File: src/rtl/dmem_arb_pkg.sv
// Shared types and sizes for the two-port data-memory arbiter.
// Holds the FSM state encoding, port-id type and latency counter type.
package dmem_arb_pkg;

    localparam int NPORTS = 2;
    localparam int CNT_W  = 4;

    typedef enum logic [1:0] {
        ST_IDLE  = 2'd0,
        ST_ISSUE = 2'd1,
        ST_WAIT  = 2'd2,
        ST_DONE  = 2'd3
    } state_e;

    typedef logic [$clog2(NPORTS)-1:0] port_id_t;
    typedef logic [CNT_W-1:0]          cnt_t;

endpackage

File: src/rtl/dmem_arb_rr.sv
// Two-way round-robin picker: under contention the port not granted last wins.
// Purely combinational; the last-grant register lives in the parent.
module dmem_arb_rr
    import dmem_arb_pkg::*;
(
    input  logic [NPORTS-1:0] req,
    input  logic              last_gnt,
    output logic              gnt_valid,
    output logic              gnt_id
);

    always_comb begin
        gnt_valid = |req;
        gnt_id    = 1'b0;
        if (req[0] && req[1]) begin
            gnt_id = ~last_gnt;
        end else if (req[1]) begin
            gnt_id = 1'b1;
        end
    end

endmodule

File: src/rtl/dmem_arbiter.sv
// Round-robin sequencer between instruction fetch (port 0) and load/store (port 1)
// in front of a single-port data memory with a fixed read latency.
module dmem_arbiter
    import dmem_arb_pkg::*;
#(
    parameter int MEM_LAT = 1,
    parameter int AW      = 32,
    parameter int DW      = 32
) (
    input  logic          clk,
    input  logic          rst,
    input  logic          req0,
    input  logic          req1,
    input  logic          we0,
    input  logic          we1,
    input  logic [AW-1:0] addr0,
    input  logic [AW-1:0] addr1,
    input  logic [DW-1:0] wdata0,
    input  logic [DW-1:0] wdata1,
    output logic          done0,
    output logic          done1,
    output logic          err0,
    output logic          err1,
    output logic [DW-1:0] rdata0,
    output logic [DW-1:0] rdata1,
    output logic [AW-1:0] mem_addr,
    output logic [DW-1:0] mem_wdata,
    output logic          mem_read,
    output logic          mem_write,
    input  logic [DW-1:0] mem_rdata
);

    localparam cnt_t LAT_LOAD = cnt_t'(MEM_LAT - 1);

    state_e        state_q, state_d;
    port_id_t      port_q, port_d;
    port_id_t      last_q, last_d;
    logic          we_q, we_d;
    logic          err_q, err_d;
    logic [AW-1:0] addr_q, addr_d;
    logic [DW-1:0] wdata_q, wdata_d;
    cnt_t          cnt_q, cnt_d;

    logic              gnt_valid;
    logic              gnt_id;
    logic              sel_we;
    logic [AW-1:0]     sel_addr;
    logic [DW-1:0]     sel_wdata;
    logic              rdata_cap;
    logic [NPORTS-1:0] done_vec;
    logic [NPORTS-1:0] err_vec;

    dmem_arb_rr u_rr (
        .req       ({req1, req0}),
        .last_gnt  (last_q),
        .gnt_valid (gnt_valid),
        .gnt_id    (gnt_id)
    );

    assign sel_we    = gnt_id ? we1    : we0;
    assign sel_addr  = gnt_id ? addr1  : addr0;
    assign sel_wdata = gnt_id ? wdata1 : wdata0;

    always_ff @(posedge clk or posedge rst) begin
        if (rst) begin
            state_q <= ST_IDLE;
            port_q  <= '0;
            last_q  <= port_id_t'(1);
            we_q    <= 1'b0;
            err_q   <= 1'b0;
            addr_q  <= '0;
            wdata_q <= '0;
            cnt_q   <= '0;
        end else begin
            state_q <= state_d;
            port_q  <= port_d;
            last_q  <= last_d;
            we_q    <= we_d;
            err_q   <= err_d;
            addr_q  <= addr_d;
            wdata_q <= wdata_d;
            cnt_q   <= cnt_d;
        end
    end

    always_comb begin
        state_d = state_q;
        port_d  = port_q;
        last_d  = last_q;
        we_d    = we_q;
        err_d   = err_q;
        addr_d  = addr_q;
        wdata_d = wdata_q;
        cnt_d   = cnt_q;
        case (state_q)
            ST_IDLE: begin
                if (gnt_valid) begin
                    port_d  = gnt_id;
                    last_d  = gnt_id;
                    we_d    = sel_we;
                    addr_d  = sel_addr;
                    wdata_d = sel_wdata;
                    err_d   = (sel_addr[1:0] != 2'b00);
                    // Misaligned accesses skip the memory entirely.
                    state_d = (sel_addr[1:0] != 2'b00) ? ST_DONE : ST_ISSUE;
                end
            end
            ST_ISSUE: begin
                cnt_d   = LAT_LOAD;
                state_d = ST_WAIT;
            end
            ST_WAIT: begin
                if (cnt_q == '0) begin
                    state_d = ST_DONE;
                end else begin
                    cnt_d = cnt_q - cnt_t'(1);
                end
            end
            ST_DONE: begin
                state_d = ST_IDLE;
            end
            default: begin
                state_d = ST_IDLE;
            end
        endcase
    end

    // Strobes and done decode straight from state so reset clears them at once.
    assign mem_read  = (state_q == ST_ISSUE) && !we_q;
    assign mem_write = (state_q == ST_ISSUE) &&  we_q;
    assign mem_addr  = addr_q;
    assign mem_wdata = wdata_q;
    assign rdata_cap = (state_q == ST_WAIT) && (cnt_q == '0) && !we_q;

    for (genvar gi = 0; gi < NPORTS; gi++) begin : g_port
        logic [DW-1:0] rdata_q;

        assign done_vec[gi] = (state_q == ST_DONE) && (port_q == port_id_t'(gi));
        assign err_vec[gi]  = done_vec[gi] && err_q;

        always_ff @(posedge clk or posedge rst) begin
            if (rst) begin
                rdata_q <= '0;
            end else if (rdata_cap && (port_q == port_id_t'(gi))) begin
                rdata_q <= mem_rdata;
            end
        end
    end

    assign done0  = done_vec[0];
    assign done1  = done_vec[1];
    assign err0   = err_vec[0];
    assign err1   = err_vec[1];
    assign rdata0 = g_port[0].rdata_q;
    assign rdata1 = g_port[1].rdata_q;

endmodule
File: config.mk
export PLATFORM = sky130hd
export DESIGN_NAME = dmem_arbiter
export DESIGN_NICKNAME = d
export VERILOG_FILES = /design/src/rtl/dmem_arb_pkg.sv /design/src/rtl/dmem_arb_rr.sv /design/src/rtl/dmem_arbiter.sv
export SDC_FILE = /design/constraint.sdc
export NUM_CORES = 1
export LEC_CHECK = 0
export CELL_PAD_IN_SITES_DETAIL_PLACEMENT = 1
export CELL_PAD_IN_SITES_GLOBAL_PLACEMENT = 2
export CORE_ASPECT_RATIO = 0.8
export CORE_UTILIZATION = 24
export DETAILED_ROUTE_END_ITERATION = 7
export HOLD_SLACK_MARGIN = 0.06
export PLACE_DENSITY = 0.82
export SYNTH_ARGS = -nofsm -noshare
export SYNTH_HDL_FRONTEND = slang
export SYNTH_HIERARCHICAL = 1
export SYNTH_SLANG_ARGS = --single-unit
export TNS_END_PERCENT = 50
File: constraint.sdc
create_clock -name clk -period 6.05 [get_ports clk]
set_input_delay 1.815 -clock clk [delete_from_list [all_inputs] [get_ports clk]]
set_output_delay 1.815 -clock clk [all_outputs]
set_load 0.05 [all_outputs]
==> results.md, run 1 <==
- Synth top area share: between 50% and 60%
- Worst hold path class: flop to flop
- Routed wire length on met3: 2005 um
- DR DRC count: 0
- GRT Util Overall: 14.73%
- Core area: 0.02377 sq mm
- GRT overflow: 0
- M1 WL: 7846 um
- Post-synth cell types: 31
- Vias: 4724
- Routed Antenna Nets: 0
- Critical Path RT: 4.24 ns
- Area Overhead vs Synth: 66.68%
- Fin Clk Skew: 0.01002 ns
- FP Rows: 50
- Register-to-Register Path Depth: 6
- Hold buffer count at cts: 0
- Port-buffer cells: 299
- First-pass GRT wire length: 28190 um
- Sequential area share after synthesis: 58.56%
- Status: finished clean
- CTS tree: yes
- Hold Crit Start: mem_wdata[20]$_DFFE_PP0P_
- Io pins: 300
- CTS Sinks: ~140
- Cell Area, Synth: 0.005899 sq mm
- Fin. Hold Viols: 0
- Max-slew violation count: 0
- DIE AREA: roughly 0.025 sq mm
- Fraction of layout cells with a size suffix above 1: 13.91%
- Worst reg2reg path startpoint: state_q[0]$_DFFE_PP0P_
- FF-to-FF End: rdata0[1]$_DFFE_PP0P_
- Worst path slowest cell: clkdlybuf4s50_1
- Max H-tree Level: 4
- WHS Endpoint: mem_wdata[20]$_DFFE_PP0P_
- Peak VDD IR: 0.2197 mV
- Cell leakage power: 0.004180 uW
- Placer Congestion: 0.7320
- Total CTS buffers: 17
- Worst-Margin Slew: 0.8834 ns
- Yosys top cell by area: dfrtp_1
- Fillers: about 2500
- Die Span Y: 142.2 um
- Setup bufs post-CTS: 0
- Vias per inst: 4.275
- HPWL after DPL: 13780 um
- Die W: about 180 um
- CP Cell Sequence: ha_1, nor2b_1, and2_1, clkdlybuf4s50_1
- Initial Utilization: approximately 25%
- Met2 WL: 8110 um
- Slew HR: 41.11%
- Critical path class: flop to primary output
- YS warnings: 6
- Setup tns final: 0 ns
- Final setup fails: 0
- Commonest non-fill, non-tap cell in the layout: clkdlybuf4s50_1
- Mean Syn Cell Area: 12.29 sq um
- Vias in the first global route: 5035
- Fmax achieved: ~250 MHz
- Drt pass-1 iters: 3
- Endpoint class of the critical path: primary output
- Critical path launch point type: flop
- Commonest non-fill, non-tap cells in the layout: 299 x clkdlybuf4s50_1, 137 x dfrtp_1, 73 x nand2_1
- Root buffer cell: clkbuf_16
- Clock buffer depth: 2
- Largest net degree at the start of global routing: 98
- Mapped Cells: between 400 and 500
- Fin crit period: 4.018 ns
- Crit share post-route: 66.41%
- Worst Hold Slack: 0.4785 ns
- CP Data Arrival Time: roughly 2.2 ns
- Setup repair after global routing missed its margin: no
- Syn nets: approximately 650
- Clock transition at path regs: approximately 0.060 ns
- Critical-path maximum fanout: 4
- Slowest cell delay on critical path: 0.82 ns
- Total wire length: roughly 18000 um
- WL per Instance: 16.39 um
- Nets: 950
- Pwr/cell area: around 630 mW/mm^2
- Final core occ: 41.36%
- Later-pin clock latency in the skew report: 0.42 ns
- Antenna violations before repair: 1
- Top sig layer: met4
- Top cells by area, synth: dfrtp_1 58%, mux2_2 12%, mux2i_1 11%
- Hold Path Stages: 2
- Maxcap violations: 0
- Seq cells post-synth: 138
- Worst R2R Setup Slack: 3.79 ns
- DR iter-0 viols: 127
- Resized cells post-CTS: 0
==> metal layers <==
layer / vias up / GRT usage [%]
li1: 2269 / -
met1: 2229 / 18.32
met2: 214 / 23.01
met3: 12 / 6.784
met4: 0 / 3.779
met5: - / 0
==> sequential cells by signal, summed over array words and instances, names as in the netlist <==
register,flops
cnt_q,4
err_q,1
last_q,1
mem_addr,32
mem_wdata,32
port_q,1
rdata0,32
rdata1,32
state_q,2
we_q,1
==> stage by stage <==
| stage | instances | worst slack [ns] | area [sq um] | total power, uW |
|---|---|---|---|---|
| after floorplan | 480 | 0.5405 | 5899 | 3912 |
| after global placement | 1071 | 2.135 | 9250 | 5157 |
| after detailed placement | 1071 | 2.102 | 9250 | 5201 |
| after CTS | 1103 | 1.968 | 9828 | 6258 |
| after global routing | 1103 | 1.871 | 9828 | 6507 |
| final | 1105 | 2.032 | 9833 | 6162 |
==> kinds of logic (layout without fill, tap and decap cells) <==
group	after synthesis	after routing	synth area share, %
compound gates	76	76	6.745
fa+ha+maj	6	6	1.273
buf+inv	34	345	2.566
flops	138	138	58.56
mux	131	131	23.61
other cells	0	2	0
simple gates	95	95	7.254
==> worst max path at each step <==
stage                                start                 endpoint  slack, ns  cells past startpoint
floorplan                              rst     cnt_q[0]$_DFFE_PP0P_       0.54                      1
global placement                      req0  mem_addr[6]$_DFFE_PP0P_       2.13                      5
detailed placement                    req0  mem_addr[6]$_DFFE_PP0P_       2.10                      5
CTS                 state_q[0]$_DFFE_PP0P_                     err0       1.97                      4
global route        state_q[0]$_DFFE_PP0P_                     err0       1.87                      4
finish              state_q[0]$_DFFE_PP0P_                     err0       2.03                      4
==> final cells by class <==
cell class | count | area (sq um) | share of cell area, %
Multi-Input combinational cell | 308 | 2312 | 23.51
Clock buffer | 17 | 425.4 | 4.326
Antenna cell | 2 | 5.005 | 0.05090
Inverter | 6 | 27.53 | 0.2799
Sequential cell | 138 | 3455 | 35.13
Clock inverter | 15 | 152.6 | 1.552
Timing Repair Buffer | 307 | 3065 | 31.17
Tap cell | 312 | 390.4 | 3.970
==> critical path, delay by kind of cell (launching register included) <==
family,cells,cell delay (ns)
adders and majority gates,1,0.24
buffers and inverters,1,0.82
DFF,1,0.40
and+or+nand+nor,2,0.34
==> Yosys cell counts (all sizes together) <==
| library cell | count |
|---|---|
| dfstp | 1 |
| or2 | 1 |
| and4bb | 1 |
| nor2 | 2 |
| nand3b | 1 |
| nand2b | 1 |
| nor2b | 4 |
| nand4b | 1 |
| ha | 6 |
| nand2 | 74 |
| a21boi | 1 |
| mux2i | 66 |
| a22o | 1 |
| o31a | 1 |
| nor3b | 2 |
| buf | 13 |
| nor3 | 2 |
| a21oi | 1 |
| dfrtp | 137 |
| o32a | 1 |
| mux2 | 65 |
| or3b | 1 |
| and3 | 1 |
| o21ai | 70 |
| and2 | 4 |
| inv | 6 |
| o31ai | 1 |
| clkbuf | 15 |
==> power by group <==
| part | switching [uW] | total, uW | internal, uW |
|---|---|---|---|
| clock network | 440 | 1020 | 581 |
| logic | 2270 | 3510 | 1240 |
| registers | 248 | 1630 | 1380 |
| total | 2960 | 6160 | 3200 |
(Power assumes the default switching activity.)
==> run 2: changes to the inputs <==
==> constraint.sdc (replaced) <==
create_clock -name clk -period 3.85 [get_ports clk]
set_input_delay 1.155 -clock clk [delete_from_list [all_inputs] [get_ports clk]]
set_output_delay 1.155 -clock clk [all_outputs]
set_load 0.05 [all_outputs]
==> results.md, run 2 (same netlist as run 1, synthesis figures left out) <==
- Slew HR: 46.58% (+5.5 points)
- Area Overhead vs Synth: 68.21%
- Vias in the first global route: 5244 (+4.2%)
- Clock buffer depth: 2 (unchanged)
- Endpoint class of the critical path: primary output
- Resized cells post-CTS: 0 (unchanged)
- Die W: 177.3 um (unchanged)
- Initial Utilization: 24.82% (unchanged)
- Vias per inst: 4.320 (+1.1%)
- Worst path slowest cell: clkdlybuf4s50_1
- Commonest non-fill, non-tap cell in the layout: clkdlybuf4s50_1
- Hold buffer count at cts: 0 (unchanged)
- Largest net degree at the start of global routing: 139 (+42%)
- Crit share post-route: a little under nine tenths
- Clock transition at path regs: 0.06 ns (about the same)
- Core area: 0.02377 sq mm (unchanged)
- Cell leakage power: 0.004219 uW (+0.94%)
- Maxcap violations: 0 (unchanged)
- Fraction of layout cells with a size suffix above 1: 13.89% (-0.018 points)
- DR DRC count: 0 (unchanged)
- Io pins: 300 (unchanged)
- Max H-tree Level: 4 (unchanged)
- Setup tns final: 0 ns (unchanged)
- Commonest non-fill, non-tap cells in the layout: 299 x clkdlybuf4s50_1, 137 x dfrtp_1, 73 x nand2_1
- Setup bufs post-CTS: 0 (unchanged)
- Final setup fails: 0 (unchanged)
- Routed Antenna Nets: 0 (unchanged)
- DR iter-0 viols: 133 (+4.7%)
- Critical-path maximum fanout: 4 (unchanged)
- Cell class contributing the biggest share of worst-path delay: buffers and inverters
- CP Data Arrival Time: 2.16 ns (-0.04 ns)
- CTS tree: yes
- Worst path bufs/invs: 2 (+1)
- GRT Util Overall: 15.75% (+1.0 points)
- DIE AREA: 0.02522 sq mm (unchanged)
- Fillers: 2564 (+1.6%)
- Worst Hold Slack: 0.4804 ns (+0.001910 ns)
- Vias: 4774 (+1.1%)
- Status: finished clean
- Later-pin clock latency in the skew report: 0.42 ns (about the same)
- Fin. Hold Viols: 0 (unchanged)
- Fin Clk Skew: 0.008480 ns (-0.001541 ns)
- Setup repair after global routing missed its margin: no
- Fmax achieved: 301.4 MHz
- Worst-Margin Slew: 0.8014 ns (-0.08202 ns)
- Critical path launch point type: flop
- Placer Congestion: 0.7192 (-1.7%)
- WL per Instance: 17.18 um (+4.9%)
- Critical Path RT: 2.69 ns (-1.55 ns)
- First-pass GRT wire length: 30010 um (+6.4%)
- Nets: 951 (+0.11%)
- Pwr/cell area: 999.3 mW/mm^2 (+59%)
- Worst hold path class: flop to flop
- Total CTS buffers: 17 (unchanged)
- CTS Sinks: 138 (unchanged)
- Die Span Y: 142.2 um (unchanged)
- Port-buffer cells: 299 (unchanged)
- Drt pass-1 iters: 4 (+1)
- Fin crit period: around 3.3 ns
- Max-slew violation count: 0 (unchanged)
- HPWL after DPL: 14240 um (+3.3%)
- Critical path class: flop to primary output
- CP Cell Sequence: inv_1, ha_1, nor2b_1, clkdlybuf4s50_1
- Peak VDD IR: 0.3658 mV (+66%)
- Antenna violations before repair: 1 (unchanged)
- Root buffer cell: clkbuf_16
- Total wire length: 18990 um (+4.9%)
- Slowest cell delay on critical path: 0.87 ns (+0.05 ns)
- FP Rows: 50 (unchanged)
- GRT overflow: 0 (unchanged)
## run 2: changes by cell type in the layout (fill, tap and decap cells not counted), sizes merged
cell	before	now
bufinv	1	4
inv	14	11
buf	8	9
clkbuf	17	18
clkinv	3	2
diode	2	1
## run 2: worst paths after layout
kind / start / end / slack (ns) / cells after the start
min in group asynchronous: rst / rdata1[2]$_DFFE_PP0P_ / 1.30 / 3
max: state_q[1]$_DFFE_PP0P_ / mem_read / 0.53 / 4
max reg2reg: state_q[0]$_DFFE_PP0P_ / rdata0[18]$_DFFE_PP0P_ / 1.52 / 6
min: mem_addr[10]$_DFFE_PP0P_ / mem_addr[10]$_DFFE_PP0P_ / 0.48 / 2
min reg2reg: mem_addr[10]$_DFFE_PP0P_ / mem_addr[10]$_DFFE_PP0P_ / 0.48 / 2
max in group asynchronous: rst / rdata1[5]$_DFFE_PP0P_ / 1.90 / 3
## run 2: layout make-up
cell class | count | area, sq um | area share (%)
Sequential cell | 138 | 3455 | 34.81
Timing Repair Buffer | 308 | 3098 | 31.22
Multi-Input combinational cell | 308 | 2312 | 23.30
Clock buffer | 18 | 429.2 | 4.325
Tap cell | 312 | 390.4 | 3.934
Clock inverter | 14 | 210.2 | 2.118
Inverter | 6 | 26.28 | 0.2648
Antenna cell | 1 | 2.502 | 0.02522
## run 2: where the power goes
part	total, uW	internal, uW	switching, uW	leakage [uW]
Clock	1800	1100	693	0.000306
Sequential	2560	2170	388	0.00166
Combinational	5560	1970	3600	0.00225
Total	9920	5240	4680	0.00422
## run 2: metal layers
metal | GRT usage [%] | routed length (um) | up-vias
li1 | - | - | 2265
met1 | 19.38 | 8106 | 2276
met2 | 24.81 | 8616 | 220
met3 | 7.025 | 2063 | 13
met4 | 4.453 | 202 | 0
met5 | 0 | 0 | -
## run 2: stage by stage
| step | setup slack [ns] | area, sq um | power, uW | util (%) | instances |
|---|---|---|---|---|---|
| 2_1_floorplan | 0.8767 | 5903 | 6148 | - | 480 |
| 3_3_place_gp | 0.9346 | 9281 | 8112 | 39.04 | 1072 |
| 3_5_place_dp | 0.8618 | 9281 | 8214 | 39.04 | 1072 |
| 4_1_cts | 0.4867 | 9921 | 10070 | 41.73 | 1104 |
| 5_1_grt | 0.4106 | 9921 | 10470 | 41.73 | 1104 |
| 6_report | 0.5324 | 9923 | 9916 | 41.74 | 1105 |
## run 2: tightest hold or removal path: cells and delay by family (launching register included)
| family | cells | cell delay [ns] |
|---|---|---|
| DFF | 1 | 0.34 |
| and+or+nand+nor | 1 | 0.05 |
| AOI/OAI and AO/OA | 1 | 0.06 |
